[config.mk]
export PLATFORM = sky130hd
export DESIGN_NAME = hcsr04_echo_responder
export DESIGN_NICKNAME = d
export VERILOG_FILES = /design/src/rtl/hcsr04_pkg.sv /design/src/rtl/hcsr04_cycle_timer.sv /design/src/rtl/hcsr04_echo_responder.sv
export SDC_FILE = /design/constraint.sdc
export NUM_CORES = 1
export LEC_CHECK = 0
export BUFFER_PORTS_ARGS = -buffer_cell sky130_fd_sc_hd__clkbuf_2
export CORE_MARGIN = 2
export CORE_UTILIZATION = 68
export CTS_CLUSTER_DIAMETER = 150
export DETAILED_ROUTE_END_ITERATION = 6
export GPL_TIMING_DRIVEN = 0
export PLACE_DENSITY = 0.84
export SLEW_MARGIN = 25
export SYNTH_ARGS = -nofsm -noshare
export SYNTH_HDL_FRONTEND = slang
export SYNTH_HIERARCHICAL = 1
export SYNTH_SLANG_ARGS = --single-unit
[constraint.sdc]
create_clock -name clk -period 7.8 [get_ports clk]
set_input_delay 0.78 -clock clk [delete_from_list [all_inputs] [get_ports clk]]
set_output_delay 0.78 -clock clk [all_outputs]
set_load 0.1 [all_outputs]
[src/rtl/hcsr04_pkg.sv]
// hcsr04_pkg
// Shared definitions for the HC-SR04 echo responder.
//   - state_t: responder FSM states.
//   - Protocol timing constants (microseconds and centimetres), shared with the
//     ranging controller so both sides derive cycle counts from the same numbers.
//   - max_int: helper for sizing counters from several interval lengths.
package hcsr04_pkg;

    typedef enum logic [2:0] {
        IDLE,
        TRIG_HI,
        BURST,
        ECHO,
        HOLDOFF
    } state_t;

    localparam int CLK_MHZ      = 50;
    localparam int TRIG_MIN_US  = 10;     // minimum trig high width
    localparam int BURST_DLY_US = 200;    // 8 cycles of 40 kHz burst
    localparam int US_PER_CM    = 58;     // round-trip time per cm
    localparam int TIMEOUT_US   = 38000;  // echo width with no target
    localparam int HOLDOFF_US   = 10000;  // dead time after echo
    localparam int RANGE_MIN_CM = 2;
    localparam int RANGE_MAX_CM = 400;
    localparam int DIST_W       = 9;

    function automatic int max_int(input int a, input int b);
        return (a > b) ? a : b;
    endfunction

endpackage

[src/rtl/hcsr04_cycle_timer.sv]
// hcsr04_cycle_timer
// CW-bit down-counter used for the burst, echo and holdoff intervals.
// Loading N makes done assert on the N-th cycle after the load, so a state that
// leaves on done stays exactly N cycles.
// Ports:
//   clk      - system clock
//   reset    - asynchronous active-low reset
//   load     - load load_val into the counter
//   load_val - interval length in cycles
//   done     - high while the count is 1 (last cycle of the interval)
module hcsr04_cycle_timer #(
    parameter int CW = 16
) (
    input  logic          clk,
    input  logic          reset,
    input  logic          load,
    input  logic [CW-1:0] load_val,
    output logic          done
);

    logic [CW-1:0] count;

    always_ff @(posedge clk or negedge reset) begin
        if (!reset) begin
            count <= '0;
        end else if (load) begin
            count <= load_val;
        end else if (count != '0) begin
            count <= count - 1'b1;
        end
    end

    assign done = (count == CW'(1));

endmodule

[src/rtl/hcsr04_echo_responder.sv]
// hcsr04_echo_responder
// Sensor-side model of the HC-SR04 trig/echo protocol. Validates the trig
// width, waits the burst delay, then returns an echo pulse whose width encodes
// the distance latched at trig fall, followed by a holdoff dead time.
// Ports:
//   clk         - system clock
//   reset       - asynchronous active-low reset
//   trig        - trigger from the ranging controller (synchronous to clk)
//   dist_cm     - programmed distance in cm, sampled at an accepted trig fall
//   obj_present - 0 = no target, sampled at an accepted trig fall
//   echo        - echo pulse back to the controller
//   busy        - high from accepted trig fall until holdoff ends
//   trig_err    - one-cycle pulse for a short trig or a trig while busy
module hcsr04_echo_responder
    import hcsr04_pkg::*;
#(
    parameter int TRIG_MIN_CYC  = TRIG_MIN_US * CLK_MHZ,
    parameter int BURST_DLY_CYC = BURST_DLY_US * CLK_MHZ,
    parameter int CYC_PER_CM    = US_PER_CM * CLK_MHZ,
    parameter int MIN_CM        = RANGE_MIN_CM,
    parameter int MAX_CM        = RANGE_MAX_CM,
    parameter int TIMEOUT_CYC   = TIMEOUT_US * CLK_MHZ,
    parameter int HOLDOFF_CYC   = HOLDOFF_US * CLK_MHZ
) (
    input  logic              clk,
    input  logic              reset,
    input  logic              trig,
    input  logic [DIST_W-1:0] dist_cm,
    input  logic              obj_present,
    output logic              echo,
    output logic              busy,
    output logic              trig_err
);

    localparam int WW = $clog2(TRIG_MIN_CYC + 1);
    localparam int CW = $clog2(max_int(max_int(TIMEOUT_CYC, MAX_CM * CYC_PER_CM),
                                       max_int(HOLDOFF_CYC, BURST_DLY_CYC)) + 1);

    localparam logic [WW-1:0]     TRIG_MIN_W = WW'(TRIG_MIN_CYC);
    localparam logic [CW-1:0]     BURST_W    = CW'(BURST_DLY_CYC);
    localparam logic [CW-1:0]     CYC_W      = CW'(CYC_PER_CM);
    localparam logic [CW-1:0]     TIMEOUT_W  = CW'(TIMEOUT_CYC);
    localparam logic [CW-1:0]     HOLDOFF_W  = CW'(HOLDOFF_CYC);
    localparam logic [DIST_W-1:0] DIST_MIN   = DIST_W'(MIN_CM);
    localparam logic [DIST_W-1:0] DIST_MAX   = DIST_W'(MAX_CM);

    state_t            state, state_next;
    logic              trig_q;
    logic              rise, fall;
    logic [WW-1:0]     width, width_next, width_plus;
    logic [DIST_W-1:0] eff_cm, eff_cm_next;
    logic              no_target, no_target_next;
    logic [CW-1:0]     echo_width;
    logic              err_next;
    logic              tmr_load;
    logic [CW-1:0]     tmr_val;
    logic              tmr_done;

    assign rise = trig & ~trig_q;
    assign fall = ~trig & trig_q;

    // Includes the current high cycle, so width_plus on the fall cycle equals
    // the number of cycles trig was sampled high.
    assign width_plus = (width == TRIG_MIN_W) ? width : width + 1'b1;

    assign echo_width = no_target ? TIMEOUT_W : CW'(eff_cm) * CYC_W;

    hcsr04_cycle_timer #(
        .CW(CW)
    ) u_timer (
        .clk      (clk),
        .reset    (reset),
        .load     (tmr_load),
        .load_val (tmr_val),
        .done     (tmr_done)
    );

    always_comb begin
        state_next     = state;
        width_next     = width;
        eff_cm_next    = eff_cm;
        no_target_next = no_target;
        err_next       = 1'b0;
        tmr_load       = 1'b0;
        tmr_val        = '0;

        case (state)
            IDLE: begin
                if (rise) begin
                    width_next = '0;
                    state_next = TRIG_HI;
                end
            end

            TRIG_HI: begin
                if (fall) begin
                    if (width_plus >= TRIG_MIN_W) begin
                        no_target_next = ~obj_present || (dist_cm > DIST_MAX);
                        eff_cm_next    = (dist_cm < DIST_MIN) ? DIST_MIN : dist_cm;
                        tmr_load       = 1'b1;
                        tmr_val        = BURST_W;
                        state_next     = BURST;
                    end else begin
                        err_next   = 1'b1;
                        state_next = IDLE;
                    end
                end else if (trig) begin
                    width_next = width_plus;
                end
            end

            BURST: begin
                err_next = rise;
                if (tmr_done) begin
                    tmr_load   = 1'b1;
                    tmr_val    = echo_width;
                    state_next = ECHO;
                end
            end

            ECHO: begin
                err_next = rise;
                if (tmr_done) begin
                    tmr_load   = 1'b1;
                    tmr_val    = HOLDOFF_W;
                    state_next = HOLDOFF;
                end
            end

            HOLDOFF: begin
                // A rise on the expiry cycle is still rejected; the trig must
                // rise again once the responder is idle.
                err_next = rise;
                if (tmr_done) begin
                    state_next = IDLE;
                end
            end

            default: state_next = IDLE;
        endcase
    end

    // Outputs are registered from the current state, which places echo rise
    // BURST_DLY_CYC+1 cycles after the trig-low sample and keeps echo high
    // exactly for the timer interval.
    always_ff @(posedge clk or negedge reset) begin
        if (!reset) begin
            state     <= IDLE;
            trig_q    <= 1'b0;
            width     <= '0;
            eff_cm    <= '0;
            no_target <= 1'b0;
            echo      <= 1'b0;
            busy      <= 1'b0;
            trig_err  <= 1'b0;
        end else begin
            state     <= state_next;
            trig_q    <= trig;
            width     <= width_next;
            eff_cm    <= eff_cm_next;
            no_target <= no_target_next;
            echo      <= (state == ECHO);
            busy      <= (state == BURST) || (state == ECHO) || (state == HOLDOFF);
            trig_err  <= err_next;
        end
    end

endmodule

### Word level (Yosys, flattened, before mapping)

Index checks and enable logic that the tools add are counted.

| cells by class | value |
|---|---|
| add/subtract/negate cells | 2 |
| $mul | 1 |
| magnitude comparators | 3 |
| eq/ne operators | 13 |
| muxes and demuxes | 28 |
| bitwise gates (word level) | 5 |
| reductions and logical operators | 12 |

Operators with widths:

| kind | number |
|---|---|
| $mux 21 | 4 |
| $pmux 21 s3 | 1 |
| $mux 9 | 5 |
| $mux 14 | 2 |
| $eq 21x1->1 const B | 1 |
| $reduce_bool 21->1 | 1 |
| $sub 21x1->21 const B | 1 |
| $mul 9x10->19 const B | 1 |
| $mux 19 | 1 |
| $pmux 9 s2 | 1 |
| $mux 3 | 5 |
| $pmux 3 s5 | 1 |
| $ne 2x2->1 const B | 7 |
| $add 9x1->9 const B | 1 |
| $eq 9x9->1 const B | 1 |
| $ge 9x9->1 const B | 1 |
| $gt 9x9->1 const B | 1 |
| $lt 9x2->1 const B | 1 |
| $eq 3x2->1 const B | 2 |
| $mux 1 | 5 |
| $reduce_and 5->1 | 1 |
| $pmux 1 s2 | 2 |
| $reduce_and 4->1 | 1 |
| $reduce_bool 2->1 | 2 |
| 10 further kinds | 15 |

| storage, ports and cells | value |
|---|---|
| register bits | 47 |
| bits of input ports | 13 |
| word-level logic and storage cells | 73 |

### Depth between registers and ports, before layout

Gate-level depths: netlist of run 1.

| logic depth | value |
|---|---|
| word-level depth | 7 |
| gate-level depth with buffers | 18 |

### Hierarchy

The synthesis of run 1 kept the hierarchy.

By module, submodules not included:

| module | instances | cells an instance | area an instance (sq um) | sequential area each (sq um) |
|---|---|---|---|---|
| hcsr04_echo_responder | 1 | 349 | 3153.0 | 650.6 |
| hcsr04_cycle_timer | 1 | 168 | 1441.4 | 525.5 |

### Least setup slack after synthesis of run 1

OpenSTA, ideal clock, no wires.

| timing path | value |
|---|---|
| path type | reg2reg |
| start point | register eff_cm[1] |
| end point | register u_timer.count[20] |
| arrival time | 4083 ps |
| required time | 7706 ps |
| path slack | 3623 ps |
| stages on the path, launching flop included | 18 |
| buffers on the path | 0 |
| clock period less this slack | 4177 ps |
| cell sequence | dfrtp_1 -> ha_1 -> inv_1 -> fa_1 -> inv_1 -> fa_1 -> inv_1 -> fa_1 -> inv_1 -> ha_1 -> a21oi_1 -> nor2b_1 -> a311o_1 -> a31oi_1 -> nor4b_1 -> nor3_1 -> nor2_1 -> a211oi_1 |

| between the ends | value |
|---|---|
| cells in the longest elaborated chain, start to end | 5 |

Ends and longest elaborated chain:

| element | RTL line | text |
|---|---|---|
| start, declared | hcsr04_echo_responder.sv:51 | `logic [DIST_W-1:0] eff_cm, eff_cm_next;` |
| start signal, assigned | hcsr04_echo_responder.sv:160 | `eff_cm <= eff_cm_next;` |
| $mul 9x10->19 | hcsr04_echo_responder.sv:66 | `assign echo_width = no_target ? TIMEOUT_W : CW'(eff_cm) * CYC_W;` |
| $mux 21 | hcsr04_echo_responder.sv:66 |  |
| $mux 21 | hcsr04_echo_responder.sv:114 | `if (tmr_done) begin` |
| $pmux 21 s3 | hcsr04_echo_responder.sv:87 | `case (state)` |
| net tmr_val[20] | hcsr04_echo_responder.sv:56 | `logic [CW-1:0] tmr_val;` |
| $mux 21 | hcsr04_cycle_timer.sv:26 | `end else if (load) begin` |
| end signal, assigned | hcsr04_cycle_timer.sv:27 | `count <= load_val;` |
| end signal, assigned | hcsr04_cycle_timer.sv:29 | `count <= count - 1'b1;` |
| end, declared | hcsr04_cycle_timer.sv:21 | `logic [CW-1:0] count;` |

The timed path passes the listed nets, and every way through them passes these cells.
A chain may end at the register's enable or synchronous reset.

### Worst setup path after layout of run 1

Same ends and word-level chain as after synthesis.

==> results.json, run 1 <==
{
  "yosysMostFrequentCell": "inv_1",
  "cp_data_arrival_time_ps": 5000,
  "switching_share_pct": 34.2,
  "hp-class": "register to register",
  "pwr-share-comb_pct": 24.0,
  "ys.flop_type": "dfrtp_1",
  "yosys_warnings": 6,
  "cp-end-kind": "register",
  "ys_ff_latch": 47,
  "place.gp.congestion": 0.900,
  "use_met3_pct": 3.71,
  "worstPathMaxFanout": 6,
  "rows": 29,
  "worst_pin_slew_ps": 955,
  "htreeDepth": 2,
  "drt_iter0_markers": 287,
  "synthArstFlopShare_pct": 100,
  "wl_per_cell_um": 17.4,
  "cap_violations": 0,
  "placed_cells": 610,
  "grtUsageTotal_pct": 30.6,
  "fillerInstances": 481,
  "busiest_layer": "met2",
  "power.leakage_nw": 2.41,
  "cts-buffers-inserted": 5,
  "clock_skew_ps": 14.7,
  "place_hpwl_um": 8370,
  "ir_worst_vdd_mv": 0.112,
  "synth.distinct_cells": 66,
  "holdWs_ps": 504,
  "synth-edff-count": 0,
  "antenna_found_initial": 0,
  "grt_pass1_wl_um": 18100,
  "die_y_um": 86.2,
  "synth_common_cells": "62 x inv_1, 54 x ha_1, 47 x dfrtp_1",
  "port_buffers": 15,
  "firstDrtPassIters": 5,
  "grt_pass1_vias": 3802,
  "grt_max_degree": 48,
  "pin_count": 16,
  "area_growth_pct": 6.13,
  "status": "completed",
  "finalHoldViolCount": 0,
  "drive_gt1_share_pct": 9.98,
  "fmax_ghz": 0.210,
  "setup_tns_ps": 0,
  "use_met2_pct": 51.2,
  "clock_latency_ps": 310,
  "cts_post_setup_buffers_inserted": 0,
  "stdcell_count": 618,
  "layout_setup_ws_ps": 3030,
  "clock_path_buffers": 2,
  "p_sw_uw": 212,
  "finalCritPeriodShare_pct": 61.1,
  "finalCriticalPeriod_ps": 4770,
  "wl_um": 10800,
  "die-area_um2": 7430,
  "cts_tree": "built",
  "synth_largest_area_cell": "dfrtp_1",
  "core_area_um2": 6460,
  "cts_sinks": 47,
  "place_ws_ps": 3070,
  "ctsRootBufferMaster": "clkbuf_8",
  "hold_buffers": 0,
  "syn_area_um2": 4590,
  "drc": 0,
  "final_nets": 626,
  "grt_remaining_overflow": 0,
  "setup_viol": 0,
  "via_per_inst": 6.48,
  "required_ps": 8030,
  "criticalPathCategory": "register to register",
  "intPower_uw": 407,
  "ant_nets": 0,
  "ctsResizeCount": 0,
  "cts.clk_slew.worst_paths_ps": 100,
  "pwr-share-seq_pct": 48.6,
  "slew_headroom_pct": 35.4,
  "syn_inst": 517,
  "synth_area_leaders": "dfrtp_1 26%, ha_1 15%, fa_1 8.3%",
  "start_util_pct": 71.1,
  "grt.met1_usage_pct": 41.6,
  "power_density_nw_per_um2": 127,
  "clkPwrFrac_pct": 27.4,
  "startpoint_type": "register",
  "fp.dieW_um": 86.2,
  "num_antenna_cells": 0,
  "via_count": 4003,
  "synth_seq_area_share_pct": 25.6,
  "yosysTopAreaCellShare_pct": 25.6,
  "syn_avg_cell_area_um2": 8.89,
  "drv_slew": 0,
  "rsz0062_at_grt": "false"
}
-- registers in the layout, summed over array words and instances, names as in the netlist --
register / count
eff_cm: 9
u_timer/count: 21
echo: 1
no_target: 1
trig_err: 1
busy: 1
width: 9
trig_q: 1
state: 3
-- power groups by stage --
stage	Combinational, mW	Clock (mW)	Sequential (mW)
after floorplan	0.105	0	0.298
after global placement	0.137	0	0.302
after detailed placement	0.144	0	0.304
after CTS	0.144	0.170	0.299
after global routing	0.162	0.180	0.305
final	0.148	0.170	0.301
-- logic make-up (layout without fill, tap and decap cells) --
family	after synthesis	after routing	share of synthesized area [%]
AOI/OAI and AO/OA	128	128	19.0
xor gates and xnor gates	18	18	3.43
adders and majority gates	73	73	23.0
buffers and inverters	85	108	7.87
DFF	47	47	25.6
muxes	11	11	2.81
other	1	2	0.0816
and+or+nand+nor	154	154	18.2
-- per-stage QoR --
stage | area (um2) | total power, mW | util (%)
6_report | 4880 | 0.618 | 75.5
5_1_grt | 4880 | 0.647 | 75.5
4_1_cts | 4880 | 0.613 | 75.5
3_5_place_dp | 4770 | 0.447 | 73.9
3_3_place_gp | 4770 | 0.439 | 73.8
2_1_floorplan | 4600 | 0.403 | -
-- per-layer routing --
layer	part of all wire [%]	wire, um
met4	2.0	218
met1	44	4710
met3	5.6	598
met2	49	5230
met5	0	0
-- path summary, 6_finish.rpt --
kind	start	end	cells after the start	slack (ps)
worst max-delay path	eff_cm[1]	u_timer/count[20]	17	3030
worst min-delay path	width[8]	width[8]	1	500
worst max register to register	eff_cm[1]	u_timer/count[20]	17	3030
worst min register to register	width[8]	width[8]	1	500
max in group asynchronous	reset	u_timer/count[4]	1	6830
min in group asynchronous	reset	u_timer/count[0]	1	510
-- cell usage in the layout (no fill, tap or decap), types with 5 or more instances in the layout --
| cell | n |
|---|---|
| o21a_1 | 9 |
| inv_1 | 62 |
| nand3_1 | 10 |
| xnor2_1 | 9 |
| a21oi_1 | 25 |
| a31oi_1 | 7 |
| o21ai_0 | 32 |
| dfrtp_1 | 47 |
| ha_1 | 54 |
| xor2_1 | 9 |
| clkbuf_2 | 15 |
| mux2_2 | 7 |
| nor3_1 | 15 |
| nor2_1 | 30 |
| nand2b_1 | 6 |
| clkbuf_1 | 14 |
| nand2_1 | 36 |
| o31ai_1 | 10 |
| fa_1 | 19 |
| nor4_1 | 11 |
| clkbuf_8 | 8 |
| nand4_1 | 8 |
| nor4b_1 | 5 |
| a21o_1 | 5 |
| a2bb2oi_1 | 9 |
| or3_1 | 6 |
| a211oi_1 | 6 |
-- worst max-delay path, cell delays in order, from the launching register on --
cell,delay [ps]
dfrtp_1,530
ha_1,350
inv_1,50
fa_1,500
inv_1,50
fa_1,480
inv_1,50
fa_1,530
inv_1,40
ha_1,350
a21oi_1,190
nor2b_1,80
a311o_1,390
a31oi_1,440
nor4b_1,110
nor3_1,270
nor2_1,70
a211oi_1,210
-- cell type report --
cell class	instances	area (um2)	area share [%]
plain buffers	21	121	2.49
clock buffers	7	96.3	1.98
clock inverters	1	7.51	0.154
inverters	64	240	4.93
multi-input cells	386	3060	62.8
flip-flops and latches	47	1180	24.1
well taps	77	96.3	1.98
repair buffers	15	77.6	1.59
No activity file was read; power rests on OpenSTA's default activity.
==> inputs of run 2 (changes only) <==
CORE_UTILIZATION = 64   (was 68)
PLACE_DENSITY = 0.8   (was 0.84)
clock period = 4.6 ns   (was 7.8 ns; I/O delays follow)
==> results.json, run 2 (synthesized netlist as in run 1, its figures left out) <==
{
  "status": "completed",
  "area_growth_pct": 9.15,
  "regMostFlops": "u_timer/count",
  "top_regs": "u_timer/count (21), eff_cm (9), width (9)",
  "clkPwrFrac_pct": 30.3,
  "pwr-share-seq_pct": 47.0,
  "grt_pass1_vias": 3642,
  "setup_viol": 0,
  "use_met2_pct": 49.4,
  "postLayoutCellArea_um2": 5010,
  "hp-class": "input port to asynchronous set/reset pin",
  "finalCoreUtilization_pct": 73.0,
  "rows": 30,
  "clock_latency_ps": 310,
  "via_per_inst": 6.06,
  "clock_path_buffers": 2,
  "start_util_pct": 66.9,
  "clock_skew_ps": 16.5,
  "antenna_found_initial": 0,
  "dpl-instance-area_um2": 4800,
  "fp.dieW_um": 88.7,
  "grt_remaining_overflow": 0,
  "placed_cells": 629,
  "p_sw_uw": 359,
  "core_area_um2": 6870,
  "final_nets": 630,
  "grt_max_degree": 48,
  "port_buffers": 15,
  "die_y_um": 88.7,
  "finalCriticalPeriod_ps": 4450,
  "criticalPathCategory": "register to register",
  "ir_worst_vdd_mv": 0.172,
  "cp_data_arrival_time_ps": 4650,
  "pwr-share-comb_pct": 22.7,
  "place_hpwl_um": 8130,
  "cts-buffers-inserted": 5,
  "hold_buffers": 0,
  "pin_count": 16,
  "via_count": 3885,
  "drt_iter0_markers": 289,
  "fmax_ghz": 0.225,
  "final_common_cell": "inv_1",
  "num_antenna_cells": 0,
  "ant_nets": 0,
  "cp-end-kind": "register",
  "required_ps": 4810,
  "ctsRootBufferMaster": "clkbuf_8",
  "switching_share_pct": 32.9,
  "grt.met1_usage_pct": 37.1,
  "cts.clk_slew.worst_paths_ps": 90,
  "htreeDepth": 2,
  "finalHoldViolCount": 0,
  "largest_reg_flops": 21,
  "cap_violations": 0,
  "die-area_um2": 7870,
  "drive_gt1_share_pct": 12.7,
  "grt_pass1_wl_um": 17300,
  "cts_tree": "built",
  "fillerInstances": 539,
  "finalCritPeriodShare_pct": 96.7,
  "grtUsageTotal_pct": 28.3,
  "drv_slew": 0,
  "worstPathMaxFanout": 6,
  "slew_headroom_pct": 53.7,
  "power_density_nw_per_um2": 218,
  "use_met3_pct": 2.89,
  "stdcell_count": 641,
  "place.gp.congestion": 0.920,
  "intPower_uw": 732,
  "firstDrtPassIters": 5,
  "drc": 0,
  "power.leakage_nw": 2.44,
  "wl_um": 10700,
  "worst_pin_slew_ps": 684,
  "layout_common_cells": "62 x inv_1, 52 x ha_1, 45 x dfrtp_1, 36 x nand2_1, 32 x o21ai_0",
  "wl_per_cell_um": 16.6,
  "cts_sinks": 47,
  "busiest_layer": "met2",
  "startpoint_type": "register"
}
run 2: worst max-delay path, cell delays in order, from the launching register on:
cell	delay, ps
dfrtp_2	480
ha_1	300
inv_1	50
fa_1	490
inv_1	50
fa_1	470
inv_1	60
fa_1	540
inv_1	50
ha_2	310
a21oi_1	160
nor2b_1	70
a311o_1	390
a31oi_4	240
nor4b_1	80
nor3_1	340
nor2_1	70
a211oi_1	210
run 2: through the flow:
step / total power [mW] / TNS [ps] / setup WS (ps) / hold slack [ps]
6_report: 1.09 / 0 / 153 / 198
5_1_grt: 1.14 / -95.2 / -55.6 / 239
4_1_cts: 1.08 / 0 / 43.1 / 227
3_5_place_dp: 0.758 / -706 / -165 / 480
3_3_place_gp: 0.750 / -214 / -67.8 / 476
2_1_floorplan: 0.684 / 0 / 423 / 164
run 2: power groups by stage:
stage / Combinational (mW) / Clock, mW / Sequential (mW)
3_3_place_gp: 0.236 / 0 / 0.514
3_5_place_dp: 0.241 / 0 / 0.516
2_1_floorplan: 0.178 / 0 / 0.505
5_1_grt: 0.277 / 0.349 / 0.518
4_1_cts: 0.243 / 0.331 / 0.510
6_report: 0.248 / 0.330 / 0.513
run 2: layout make-up:
| cell class | count | area, um2 | area share [%] |
|---|---|---|---|
| tap | 96 | 120 | 2.40 |
| inverter | 64 | 240 | 4.79 |
| timing repair buffer | 19 | 108 | 2.15 |
| clock buffer | 6 | 82.6 | 1.65 |
| buffer | 21 | 121 | 2.42 |
| clock inverter | 2 | 38.8 | 0.773 |
| multi-input combinational | 386 | 3130 | 62.3 |
| sequential | 47 | 1180 | 23.5 |
run 2: repair_timing:
action	in CTS	in global routing
setup buffers	0	4
gates resized for setup	6	7
pin swaps	1	3
setup endpoints to repair	5	18
run 2: final timing paths:
| path | to | slack, ps | cells after the start | startpoint |
|---|---|---|---|---|
| min in group clk | trig_q | 280 | 1 | trig |
| max in group asynchronous | eff_cm[1] | 3930 | 1 | reset |
| worst max-delay path | u_timer/count[20] | 150 | 17 | eff_cm[1] |
| worst min register to register | width[8] | 510 | 1 | width[8] |
| worst max register to register | u_timer/count[20] | 150 | 17 | eff_cm[1] |
| worst min-delay path | u_timer/count[16] | 200 | 1 | reset |
run 2: per-layer routing:
| layer | up-vias | part of all wire, % |
|---|---|---|
| li1 | 1901 | - |
| met1 | 1842 | 44 |
| met2 | 120 | 50 |
| met3 | 22 | 4.6 |
| met4 | 0 | 1.9 |
| met5 | - | 0 |
